--- config.mk ---
export PLATFORM = sky130hd
export DESIGN_NAME = mem_arbiter_ctrl
export DESIGN_NICKNAME = d
export VERILOG_FILES = /design/src/rtl/mem_arbiter_ctrl.sv
export SDC_FILE = /design/constraint.sdc
export NUM_CORES = 1
export LEC_CHECK = 0
export ABC_AREA = 1
export CELL_PAD_IN_SITES_DETAIL_PLACEMENT = 1
export CELL_PAD_IN_SITES_GLOBAL_PLACEMENT = 2
export CORE_UTILIZATION = 18
export CTS_BUF_LIST = sky130_fd_sc_hd__clkbuf_4
export DETAILED_ROUTE_END_ITERATION = 6
export HOLD_SLACK_MARGIN = 0.06
export PLACE_DENSITY_LB_ADDON = 0.1
export SLEW_MARGIN = 30
export SYNTH_ARGS = -nofsm -noshare
export SYNTH_HDL_FRONTEND = slang
export SYNTH_SLANG_ARGS = --single-unit
--- constraint.sdc ---
create_clock -name MEMARB_Clock -period 1.9 [get_ports MEMARB_Clock]
set_clock_uncertainty 0.2 [all_clocks]
set_input_delay 0.38 -clock MEMARB_Clock [delete_from_list [all_inputs] [get_ports MEMARB_Clock]]
set_output_delay 0.38 -clock MEMARB_Clock [all_outputs]
set_load 0.005 [all_outputs]
--- src/rtl/mem_arbiter_ctrl.sv ---
// Two-requester memory arbiter: fetch (read-only) and load/store share one
// word-addressed ROM/RAM bus, one access at a time, with a bounded MFC wait.
module mem_arbiter_ctrl #(
  parameter int unsigned ACCESS_CYCLES  = 2,
  parameter int unsigned TIMEOUT_CYCLES = 16,
  parameter int unsigned MAX_LS_STREAK  = 4,
  parameter int unsigned ADDR_LIMIT     = 127,
  parameter int unsigned ROM_TOP        = 63
) (
  input  logic        MEMARB_Clock,
  input  logic        MEMARB_Reset,
  input  logic        IF_Req,
  input  logic [31:0] IF_Address,
  output logic        IF_Ack,
  output logic [31:0] IF_Data,
  output logic        IF_Error,
  input  logic        LS_Req,
  input  logic        LS_Write,
  input  logic [31:0] LS_Address,
  input  logic [31:0] LS_Data_In,
  output logic        LS_Ack,
  output logic [31:0] LS_Data,
  output logic        LS_Error,
  output logic [31:0] MEM_Address,
  output logic [31:0] MEM_Data_In,
  output logic [1:0]  MEM_r_w_z_z,
  input  logic [31:0] MEM_Data_Out,
  input  logic        MEM_MFC,
  input  logic        MEM_ERROR,
  output logic        MEMARB_Busy,
  output logic        MEMARB_Grant_LS
);

  // state  | meaning
  // IDLE   | bus released, arbitrate and pre-check the winner
  // ACCESS | bus driven, timer running, waiting for MFC
  // DONE   | bus released, one-cycle ack to the granted requester

  localparam int unsigned TMR_SPAN = ACCESS_CYCLES + TIMEOUT_CYCLES;
  localparam int unsigned TMR_W    = $clog2(TMR_SPAN);
  localparam int unsigned STREAK_W = $clog2(MAX_LS_STREAK + 1);

  // Down-counter: remaining = TMR_SPAN - access_count, so the MFC window
  // opens at TIMEOUT_CYCLES and terminal count 0 is the timeout.
  localparam logic [TMR_W-1:0]    TMR_LOAD   = TMR_W'(TMR_SPAN - 1);
  localparam logic [TMR_W-1:0]    TMR_WIN    = TMR_W'(TIMEOUT_CYCLES);
  localparam logic [STREAK_W-1:0] STREAK_MAX = STREAK_W'(MAX_LS_STREAK);
  localparam logic [31:0]         ADDR_LIM   = 32'(ADDR_LIMIT);
  localparam logic [31:0]         ROM_LIM    = 32'(ROM_TOP);

  typedef enum logic [1:0] {S_IDLE, S_ACCESS, S_DONE} state_e;

  state_e              state_q, state_d;
  logic [TMR_W-1:0]    tmr_q, tmr_d;
  logic [STREAK_W-1:0] streak_q, streak_d;
  logic                grant_ls_q, grant_ls_d;
  logic                wr_q, wr_d;
  logic [31:0]         addr_q, addr_d;
  logic [31:0]         wdata_q, wdata_d;
  logic [31:0]         rdata_q, rdata_d;
  logic                err_q, err_d;

  logic                pick_ls;
  logic                sel_wr;
  logic [31:0]         sel_addr;
  logic                pre_err;

  always_ff @(posedge MEMARB_Clock) begin
    if (MEMARB_Reset) begin
      state_q    <= S_IDLE;
      tmr_q      <= '0;
      streak_q   <= '0;
      grant_ls_q <= 1'b0;
      wr_q       <= 1'b0;
      addr_q     <= '0;
      wdata_q    <= '0;
      rdata_q    <= '0;
      err_q      <= 1'b0;
    end else begin
      state_q    <= state_d;
      tmr_q      <= tmr_d;
      streak_q   <= streak_d;
      grant_ls_q <= grant_ls_d;
      wr_q       <= wr_d;
      addr_q     <= addr_d;
      wdata_q    <= wdata_d;
      rdata_q    <= rdata_d;
      err_q      <= err_d;
    end
  end

  always_comb begin
    state_d    = state_q;
    tmr_d      = tmr_q;
    streak_d   = streak_q;
    grant_ls_d = grant_ls_q;
    wr_d       = wr_q;
    addr_d     = addr_q;
    wdata_d    = wdata_q;
    rdata_d    = rdata_q;
    err_d      = err_q;

    IF_Ack      = 1'b0;
    IF_Data     = '0;
    IF_Error    = 1'b0;
    LS_Ack      = 1'b0;
    LS_Data     = '0;
    LS_Error    = 1'b0;
    MEM_r_w_z_z = 2'b10;

    // LS has priority until it has starved a waiting fetch MAX_LS_STREAK times.
    pick_ls  = LS_Req && !(IF_Req && (streak_q == STREAK_MAX));
    sel_addr = pick_ls ? LS_Address : IF_Address;
    sel_wr   = pick_ls && LS_Write;
    pre_err  = (sel_addr > ADDR_LIM) || (sel_wr && (sel_addr <= ROM_LIM));

    case (state_q)
      S_IDLE: begin
        if (IF_Req || LS_Req) begin
          grant_ls_d = pick_ls;
          wr_d       = sel_wr;
          addr_d     = sel_addr;
          wdata_d    = pick_ls ? LS_Data_In : 32'h0;
          streak_d   = (pick_ls && IF_Req) ? streak_q + STREAK_W'(1) : '0;
          rdata_d    = '0;
          err_d      = pre_err;
          if (pre_err) begin
            state_d = S_DONE;
          end else begin
            state_d = S_ACCESS;
            tmr_d   = TMR_LOAD;
          end
        end
      end
      S_ACCESS: begin
        MEM_r_w_z_z = wr_q ? 2'b01 : 2'b00;
        if ((tmr_q <= TMR_WIN) && MEM_MFC) begin
          rdata_d = wr_q ? 32'h0 : MEM_Data_Out;
          err_d   = MEM_ERROR;
          tmr_d   = '0;
          state_d = S_DONE;
        end else if (tmr_q == '0) begin
          rdata_d = '0;
          err_d   = 1'b1;
          state_d = S_DONE;
        end else begin
          tmr_d = tmr_q - TMR_W'(1);
        end
      end
      S_DONE: begin
        if (grant_ls_q) begin
          LS_Ack   = 1'b1;
          LS_Data  = rdata_q;
          LS_Error = err_q;
        end else begin
          IF_Ack   = 1'b1;
          IF_Data  = rdata_q;
          IF_Error = err_q;
        end
        state_d = S_IDLE;
      end
      default: state_d = S_IDLE;
    endcase
  end

  assign MEM_Address     = addr_q;
  assign MEM_Data_In     = wdata_q;
  assign MEMARB_Busy     = (state_q != S_IDLE);
  assign MEMARB_Grant_LS = grant_ls_q;

endmodule

==> results of run 1 <==
-- stage by stage --
step | instance area (um^2) | power (mW) | setup WS (ns)
finish | 10500 | 5.77 | -0.388
floorplan | 5210 | 3.17 | -0.0404
CTS | 9610 | 5.74 | -0.507
global route | 10500 | 6.15 | -0.513
global placement | 8800 | 4.15 | -0.710
detailed placement | 8800 | 4.14 | -0.776
-- report_power, final --
group	switching, mW	internal, mW
clock network	0.914	0.292
registers	0.0863	2.46
logic	0.941	1.08
-- area by class of cell --
type / count / area, um^2
fillers: 3361 / 17500
repair buffers: 397 / 3970
multi-input cells: 523 / 3270
flip-flops and latches: 109 / 2270
well taps: 378 / 473
inverters: 106 / 430
clock buffers: 9 / 67.6
clock inverters: 7 / 56.3
diodes: 2 / 5.00
-- worst max-delay path, stage by stage (launching register included) --
cell and delay, ns:
dfxtp_4 0.39, nor2_4 0.12, inv_2 0.05, nor2_4 0.12, clkinv_4 0.12, clkbuf_16 0.20
nor2_1 0.09, buf_2 0.12
-- placed cells by master, fill, tap and decap left out, drive strengths merged --
cell	Yosys	routed
nor2	117	117
xor2	2	2
nor3	1	1
a211oi	1	1
buf	23	195
dlygate4sd2	0	15
xnor2	1	1
clkinv	0	6
inv	106	107
o211ai	22	22
dlymetal6s2s	0	50
nand3b	15	15
clkbuf	27	14
dfxtp	109	109
diode	0	2
clkdlybuf4s50	0	132
nand4	2	2
a21oi	70	70
a31oi	2	2
or2	2	2
ha	3	3
o21ai	15	15
nand2	218	218
nand3	52	52
-- sequential cells by signal, indices dropped and copies added (netlist names) --
signal           count
streak_q             3
MEM_Data_In         32
MEM_Address         32
err_q                1
tmr_q                5
rdata_q             32
state_q              2
MEMARB_Grant_LS      1
wr_q                 1
-- metal layers --
layer	vias to the layer above	share of wire, %	global-route usage [%]
li1	3169	-	-
met1	2922	42	19.5
met2	170	49	28.0
met3	12	8.1	5.80
met4	2	0.77	3.49
met5	-	0.068	0
-- worst max-delay path by stage --
| stage | slack, ns | end | cells past startpoint |
|---|---|---|---|
| floorplan | -0.04 | tmr_q[0] | 16 |
| global placement | -0.71 | tmr_q[0] | 16 |
| detailed placement | -0.78 | tmr_q[0] | 16 |
| CTS | -0.51 | IF_Data[25] | 8 |
| global route | -0.51 | IF_Data[16] | 8 |
| finish | -0.39 | IF_Data[16] | 7 |
-- cells by family (layout without fill, tap and decap cells) --
group           after synthesis  after routing  synth area share, %
buf+inv                     156            519                 12.0
compound gates              110            110                 11.8
xor+xnor                      3              3                0.508
simple gates                407            407                 32.8
fa+ha+maj                     3              3                0.725
flops                       109            109                 42.2
other cells                   0              2                    0
-- what timing repair did --
action,4_1_cts,5_1_grt
setup buffers,40,27
pin swaps,25,34
endpoints found under the setup margin,185,230
resized for setup,419,328
cloned,10,5
hold endpoints to repair,0,0
==> reports/metrics.csv, run 1 <==
stage,metric,value,unit
sta,tns,-25.13,ns
sta,relSlewSlack,80.3,%
global_route,grt_pass1_vias,6443,
logic_synthesis,synth.most_common_cell,nand2_1,
sta,rsz0062_at_grt,true,
status,violations,negative setup slack,
pwr,ir_worst_vdd,0.223,mV
finish,final_util,37.6,%
detailed_routing,postRouteAntennaNets,0,
logic_synthesis,async_flop_share,0,%
floorplan,die_h,172,um
cts,cts_tree,built,
detailed_routing,first_pass_iters,4,
detailed_routing,drtIter0Drc,141,
pwr,powerDensity,548,mW/mm^2
cts,clock-sinks,109,
global_route,antenna_found_initial,3,
cts,cts_root_buf,clkbuf_4,
logic_synthesis,synthDistinctLibCells,28,
worst_setup_path,rrSetupSlack,-0.32,ns
detailed_routing,post_drt_wl_per_cell,16.3,um
worst_setup_path,critPathRequiredTime,1.32,ns
worst_setup_path,reg2reg_depth,17,
finish,drive_above_1_share,40.5,%
detailed_routing,vias,6275,
place,buffer_ports.inserted,270,
job,drv_cap,0,
logic_synthesis,ys.flop_type,dfxtp_1,
sta,hold_slack,0.143,ns
place,place_inst,1459,
finish,syn_to_final_growth,104,%
global_route,track_usage,16.3,%
worst_setup_path,startpoint,state_q[0],
floorplan,coreArea,0.0280,mm^2
logic_synthesis,ys_warn_count,0,
sta,setup_viol,111,
worst_hold_path,hold_path_class,primary input to register,
worst_setup_path,worstReg2RegEnd,tmr_q[0],
cts,clk_path_buf_depth,2,
sta,fmax,437,MHz
sta,worst_pin_slew,0.295,ns
cts,cts_buffers,9,
logic_synthesis,yosysTopAreaCell,dfxtp_1,
sta,finalWorstSetupSlack,-0.388,ns
sta,drv_slew,0,
logic_synthesis,synth_seq_cells,109,
floorplan,io_pins,271,
worst_setup_path,critPathLaunchType,register,
worst_hold_path,whs_endpoint,MEM_Address[14],
logic_synthesis,avgSynthCellArea,6.57,um^2
worst_setup_path,cp.arrival,1.71,ns
detailed_routing,drt_wl_total,24.9,mm
place,globalplace.congestion,0.755,
floorplan,initial_utilization,18.5,%
status,status,finished with violations,
logic_synthesis,yosys-top-cells-area,"dfxtp_1 42%, nand2_1 16%, nor2_1 8.2%, inv_1 7.4%, a21oi_1 6.8%",
global_route,grt_pass1_wl,36.6,mm
sta,finalCriticalPeriod,2.29,ns
global_route,grt_max_degree,51,
worst_setup_path,cp-end-kind,output pin,
sta,hold_viol_final,0,
cts,insertion_delay,0.49,ns
detailed_routing,vias_per_cell,4.10,
global_route,grt_overflow,0,
logic_synthesis,synth_common_cells,"215 x nand2_1, 113 x nor2_1, 109 x dfxtp_1",
cts,clkSlewWorstSetupHoldPaths,0.19,ns
logic_synthesis,syn_inst,788,
floorplan,die_w,172,um
logic_synthesis,synthesis.nets,926,
finish,nets,1284,
floorplan,fp-row-count,61,
logic_synthesis,synthDominantCellAreaShare,42.2,%
sta,fin_crit_sh,120,%
worst_setup_path,cp_max_fo,8,
pwr,p_leak,5.27,nW
worst_setup_path,r2r-start,streak_q[1],
logic_synthesis,synth_edf_count,0,
worst_setup_path,critical_path_class,register to output pin,
worst_hold_path,hp-start,MEMARB_Reset,
finish,stdcell_count,1531,
worst_hold_path,min_path_cells,4,
cts,hold_buffers,0,
cts,h-tree-depth,3,
floorplan,dieArea,0.0294,mm^2
place,hpwl,16.5,mm
logic_synthesis,ys_seq_area_share,42.2,%
logic_synthesis,syn-cell-area,0.00518,mm^2
detailed_routing,drc,0,
No activity file was read; power rests on OpenSTA's default activity.
==> run 2, diff against run 1 <==
Settings changed: CORE_MARGIN set to 8.
==> reports/metrics.csv, run 2 (same netlist as run 1, synthesis figures left out) <==
stage,metric,value,unit,change
finish,drive_above_1_share,39.7,%,-0.83 points
floorplan,dieArea,0.0344,mm^2,+17%
sta,tns,-36.27,ns,-11.14 ns
cts,clkSlewWorstSetupHoldPaths,0.19,ns,about the same
pwr,p_total,5.96,mW,+3.2%
sta,relSlewSlack,70.9,%,-9.4 points
pwr,p_leak,4.77,nW,-9.6%
status,violations,negative setup slack,,
detailed_routing,vias_per_cell,4.14,,+0.97%
place,place_area,0.00880,mm^2,about the same
finish,final_cell_mix,"141 x nand2_1, 132 x clkdlybuf4s50_1, 92 x inv_1, 82 x nor2_1, 71 x buf_4",,
sta,rsz0062_at_grt,true,,
worst_hold_path,hold_path_class,primary input to register,,
worst_setup_path,cp_max_fo,7,,-1
sta,fin_crit_sh,123,%,+3.1 points
floorplan,fp-row-count,62,,+1.6%
worst_setup_path,cp_cell_sequence,"inv_2, ha_4, nand3_4, buf_6, buf_12, nand2_8, nand2_1, nand2_1, nor2_1, nand3_1, nor2_2, nand2_2, nand2_4, nand2_8, nand2_2, nand2_2, nor2_2",,
cts,clock-sinks,109,,unchanged
cts,clk_path_buf_depth,2,,unchanged
job,drv_cap,0,,unchanged
floorplan,initial_utilization,18.1,%,-0.35 points
detailed_routing,vias,6435,,+2.5%
global_route,antenna_found_initial,4,,+1
worst_setup_path,cp_slowest_stage_delay,0.38,ns,about the same
detailed_routing,postRouteAntennaNets,0,,unchanged
worst_setup_path,startpoint,streak_q[0],,
pwr,powerDensity,565,mW/mm^2,+3.3%
finish,nets,1304,,+1.6%
sta,fmax,426,MHz,-2.5%
worst_setup_path,crit_slowest_cell,dfxtp_2,,
finish,final_util,36.9,%,-0.72 points
place,globalplace.congestion,0.712,,-5.7%
floorplan,die_w,186,um,+8.2%
floorplan,coreArea,0.0285,mm^2,+1.9%
worst_setup_path,cp.arrival,2.59,ns,+0.88 ns
sta,worst_pin_slew,0.436,ns,+0.141 ns
place,hpwl,17.8,mm,+7.8%
finish,fill_cells,3485,,+3.7%
global_route,grt_pass1_vias,6771,,+5.1%
worst_setup_path,critical_path_class,register to register,,
floorplan,io_pins,271,,unchanged
cts,cts_tree,built,,
finish,regArea,0.00226,mm^2,-0.22%
finish,final_area,0.0105,mm^2,about the same
sta,drv_slew,0,,unchanged
global_route,grt_pass1_wl,39.5,mm,+7.8%
sta,finalWorstSetupSlack,-0.446,ns,-0.0584 ns
finish,multiInputGateArea,0.00311,mm^2,-4.8%
global_route,grt_max_degree,55,,+7.8%
floorplan,die_h,186,um,+8.2%
detailed_routing,drt_wl_total,28.0,mm,+12%
place,buffer_ports.inserted,270,,unchanged
worst_setup_path,cp-end-kind,register,,
worst_setup_path,r2r-start,streak_q[0],,
worst_hold_path,hp-start,MEMARB_Reset,,
detailed_routing,drtIter0Drc,135,,-4.3%
pwr,ir_worst_vdd,0.201,mV,-10%
place,dp_slack,-0.883,ns,-0.108 ns
detailed_routing,drc,0,,unchanged
worst_setup_path,critPathRequiredTime,2.14,ns,+0.82 ns
worst_setup_path,critPathLaunchType,register,,
global_route,track_usage,14.9,%,-1.4 points
detailed_routing,post_drt_wl_per_cell,18.0,um,+10%
cts,h-tree-depth,3,,unchanged
global_route,grt_overflow,0,,unchanged
finish,final_common_cell,nand2_1,,
cts,cts_root_buf,clkbuf_4,,
worst_setup_path,path_common_cell,nand2_2,,
sta,setup_viol,146,,+32%
sta,finalCriticalPeriod,2.35,ns,+0.0584 ns
finish,syn_to_final_growth,104,%,about the same
cts,insertion_delay,0.48,ns,about the same
status,status,finished with violations,,
cts,cts_buffers,9,,unchanged
sta,hold_viol_final,0,,unchanged
detailed_routing,first_pass_iters,4,,unchanged
[run 2: cell count changes in the layout (fill, tap and decap cells not counted), sizes merged]
| cell | before | now |
|---|---|---|
| clkbuf | 14 | 19 |
| dlymetal6s2s | 50 | 0 |
| clkinv | 6 | 5 |
| nand2 | 218 | 221 |
| dlygate4sd2 | 15 | 64 |
| diode | 2 | 1 |
| buf | 195 | 202 |
| clkdlybuf4s15 | 0 | 5 |
| clkinvlp | 0 | 2 |
| inv | 107 | 106 |
[run 2: cell type report]
type / count / share of cell area (%)
multi-input cells: 526 / 29.5
inverters: 106 / 4.11
clock buffers: 9 / 0.641
well taps: 384 / 4.56
diodes: 1 / 0.0238
clock inverters: 6 / 0.451
repair buffers: 413 / 39.1
flip-flops and latches: 109 / 21.5
repair inverters: 1 / 0.107
[run 2: critical path, delay by kind of cell (launching register included)]
kind	cells	cell delay, ns
flops	1	0.38
fa+ha+maj	1	0.16
simple gates	13	1.27
buf+inv	3	0.29
[run 2: path summary, 6_finish.rpt]
path	slack, ns	end	depth (start not counted)
worst max register to register	-0.45	tmr_q[2]	17
worst max-delay path	-0.45	tmr_q[2]	17
worst min register to register	0.27	MEM_Data_In[12]	2
worst min-delay path	0.13	state_q[1]	4
[run 2: per-layer routing]
layer	part of all wire [%]	vias up	track usage, %
li1	-	3227	-
met1	43	2999	17.5
met2	47	180	25.2
met3	8.1	23	5.72
met4	1.6	6	3.81
met5	0.12	-	0
[run 2: where the power goes]
group	internal [mW]	switching (mW)	leakage, nW	total (mW)
sequential	2.46	0.0883	0.915	2.55
combinational	1.20	1.03	3.79	2.22
clock	0.274	0.908	0.0580	1.18
[run 2: timing repair]
action / in CTS / in global routing
gates resized for setup: 522 / 166
endpoints found under the hold margin: 0 / 0
buffers inserted: 42 / 28
gates cloned: 14 / 14
setup endpoints to repair: 204 / 149
pin swaps: 40 / 57
hold buffers: 0 / 0
[run 2: per-stage QoR]
stage,hold slack [ns],instances
finish,0.128,1555
global placement,0.249,1461
CTS,0.0646,1530
detailed placement,0.252,1461
floorplan,0.239,788
global route,0.129,1555
==> RTL edit (settings of run 2) <==
Encoding of `state_e`: now one-hot (3 bits for 3 states).
--- a/src/rtl/mem_arbiter_ctrl.sv
+++ b/src/rtl/mem_arbiter_ctrl.sv
@@ -50,3 +50,3 @@
 
-  typedef enum logic [1:0] {S_IDLE, S_ACCESS, S_DONE} state_e;
+  typedef enum logic [2:0] {S_IDLE = 3'b001, S_ACCESS = 3'b010, S_DONE = 3'b100} state_e;
 
Check against the original RTL: same outputs for any inputs over 10 cycles, from zero or initial values and one cycle with MEMARB_Reset high; not proved beyond that.
==> RTL edit against run 2 <==
  * The run still ends with setup timing left
  * Count of clock-buffer cells in the layout is 1 higher
  * Wire length is 8.1% lower
  * Final area shrank 3.1%
  * Worst setup slack lost 0.076 ns
  * Total power grew 2.7%
  * Synthesized area is 3.7% lower
  * Sequential cell count grew 1
  * Combinational power decreased by 8%
  * Global-route usage fell by 0.32 points
  * Sequential share of layout area is 0.80 points higher
  * Critical endpoint is now IF_Data[16]
  * Largest cell class unchanged
==> RTL edit: results (changes against run 2) <==
[outcome] status finished with violations
[outcome] violations in the final reports setup timing
[setup_path] R2R Setup Slk -0.33 ns [+0.12 ns]
[global_routing] global-route met2 utilization 24.8% [-0.38 points]
[layout] clock tree buffer count of the final layout 10 [+1]
[layout] net total in the final layout 1238 [-5.1%]
[timing] PnR worst setup slack -0.522 ns [-0.0758 ns]
[drt] metal2 WL 12500 um [-4.7%]
[layout] share of post-route cells with drive strength above 1 42.4% [+2.8 points]
[timing] count of endpoints failing setup in the final report 111 [-24%]
[power] sum of internal, switching and leakage power 0.00612 W [+2.7%]
[power] maximum VDD drop 0.000241 V [+20%]
[clock_tree] sinks on the clock net 110 [+0.92%]
[global_routing] routing usage on met1 17.8% [+0.38 points]
[layout] multi-input gates 503 [-4.4%]
[logic_synthesis] leading cell types by total area after synthesis sky130_fd_sc_hd__dfxtp_1 44%, sky130_fd_sc_hd__nand2_1 16%, sky130_fd_sc_hd__a21oi_1 7.7%, sky130_fd_sc_hd__nor2_1 7.5%, sky130_fd_sc_hd__inv_1 5.4%
[layout] # fillers 3254 [-6.6%]
[setup_path] destination of the critical timing path IF_Data[16]
[power] clock share of power 23.8% [+3.9 points]
[logic_synthesis] xor/xnor cell area share of the yosys netlist 0.527% [+0.019 points]
[layout] non-filler instance count after layout 1484 [-4.6%]
[logic_synthesis] post-synthesis share of cell area spent on full adders, half adders and majority gates 0.753% [+0.028 points]
[global_routing] met3 Resource Use GR 4.61% [-1.1 points]
[logic_synthesis] Synth Area in Compound Gates 15.7% [+3.9 points]
[place] Final GP Congestion 0.734 [+3.1%]
[power] Leakage Power 4.44 nW [-6.8%]
[logic_synthesis] proportion of synthesized chip area in sequential cells 44.2% [+2.0 points]
[global_routing] gr usage total 14.6% [-0.32 points]
[place] Post-DP HPWL 17000 um [-4.2%]
[drt] iteration-0 DRC count of the detailed router 125 [-7.4%]
[setup_path] source of the critical timing path state_q[0]$_SDFFE_PP1P_
==> RTL edit: changes by cell type in the layout (fill, tap and decap cells not counted), sizes merged, moves of 9 or more <==
cell,change
nor2,-14
o211ai,-21
nand3,-38
a31oi,+16
o21ai,+23
a22oi,+9
inv,-33
==> RTL edit: worst min-delay path by stage <==
| stage | startpoint | slack [ns] | to |
|---|---|---|---|
| global placement | rdata_q[29]$_SDFFE_PP0P_ | 0.25 | rdata_q[29]$_SDFFE_PP0P_ |
| detailed placement | MEM_Data_In[13]$_SDFFE_PP0P_ | 0.26 | MEM_Data_In[13]$_SDFFE_PP0P_ |
| global route | MEMARB_Reset | 0.12 | state_q[0]$_SDFFE_PP1P_ |
| floorplan | tmr_q[4]$_SDFFE_PP0P_ | 0.24 | tmr_q[4]$_SDFFE_PP0P_ |
| finish | MEMARB_Reset | 0.16 | state_q[0]$_SDFFE_PP1P_ |
| CTS | MEMARB_Reset | 0.14 | MEM_Address[14]$_SDFFE_PP0P_ |
==> RTL edit: what timing repair did <==
action,4_1_cts,5_1_grt
hold buffers,0,0
setup buffers,22,27
pin swaps,38,41
cloned,13,7
gates resized for setup,461,241
endpoints found under the setup margin,178,165
==> RTL edit: critical path: stages, from the launching register on <==
cell and delay [ns]:
sky130_fd_sc_hd__dfxtp_2 0.36, sky130_fd_sc_hd__nor3_2 0.17, sky130_fd_sc_hd__buf_4 0.18, sky130_fd_sc_hd__inv_4 0.04
sky130_fd_sc_hd__nor2_4 0.14, sky130_fd_sc_hd__inv_6 0.09, sky130_fd_sc_hd__buf_16 0.16, sky130_fd_sc_hd__nor2_1 0.09
sky130_fd_sc_hd__buf_2 0.14
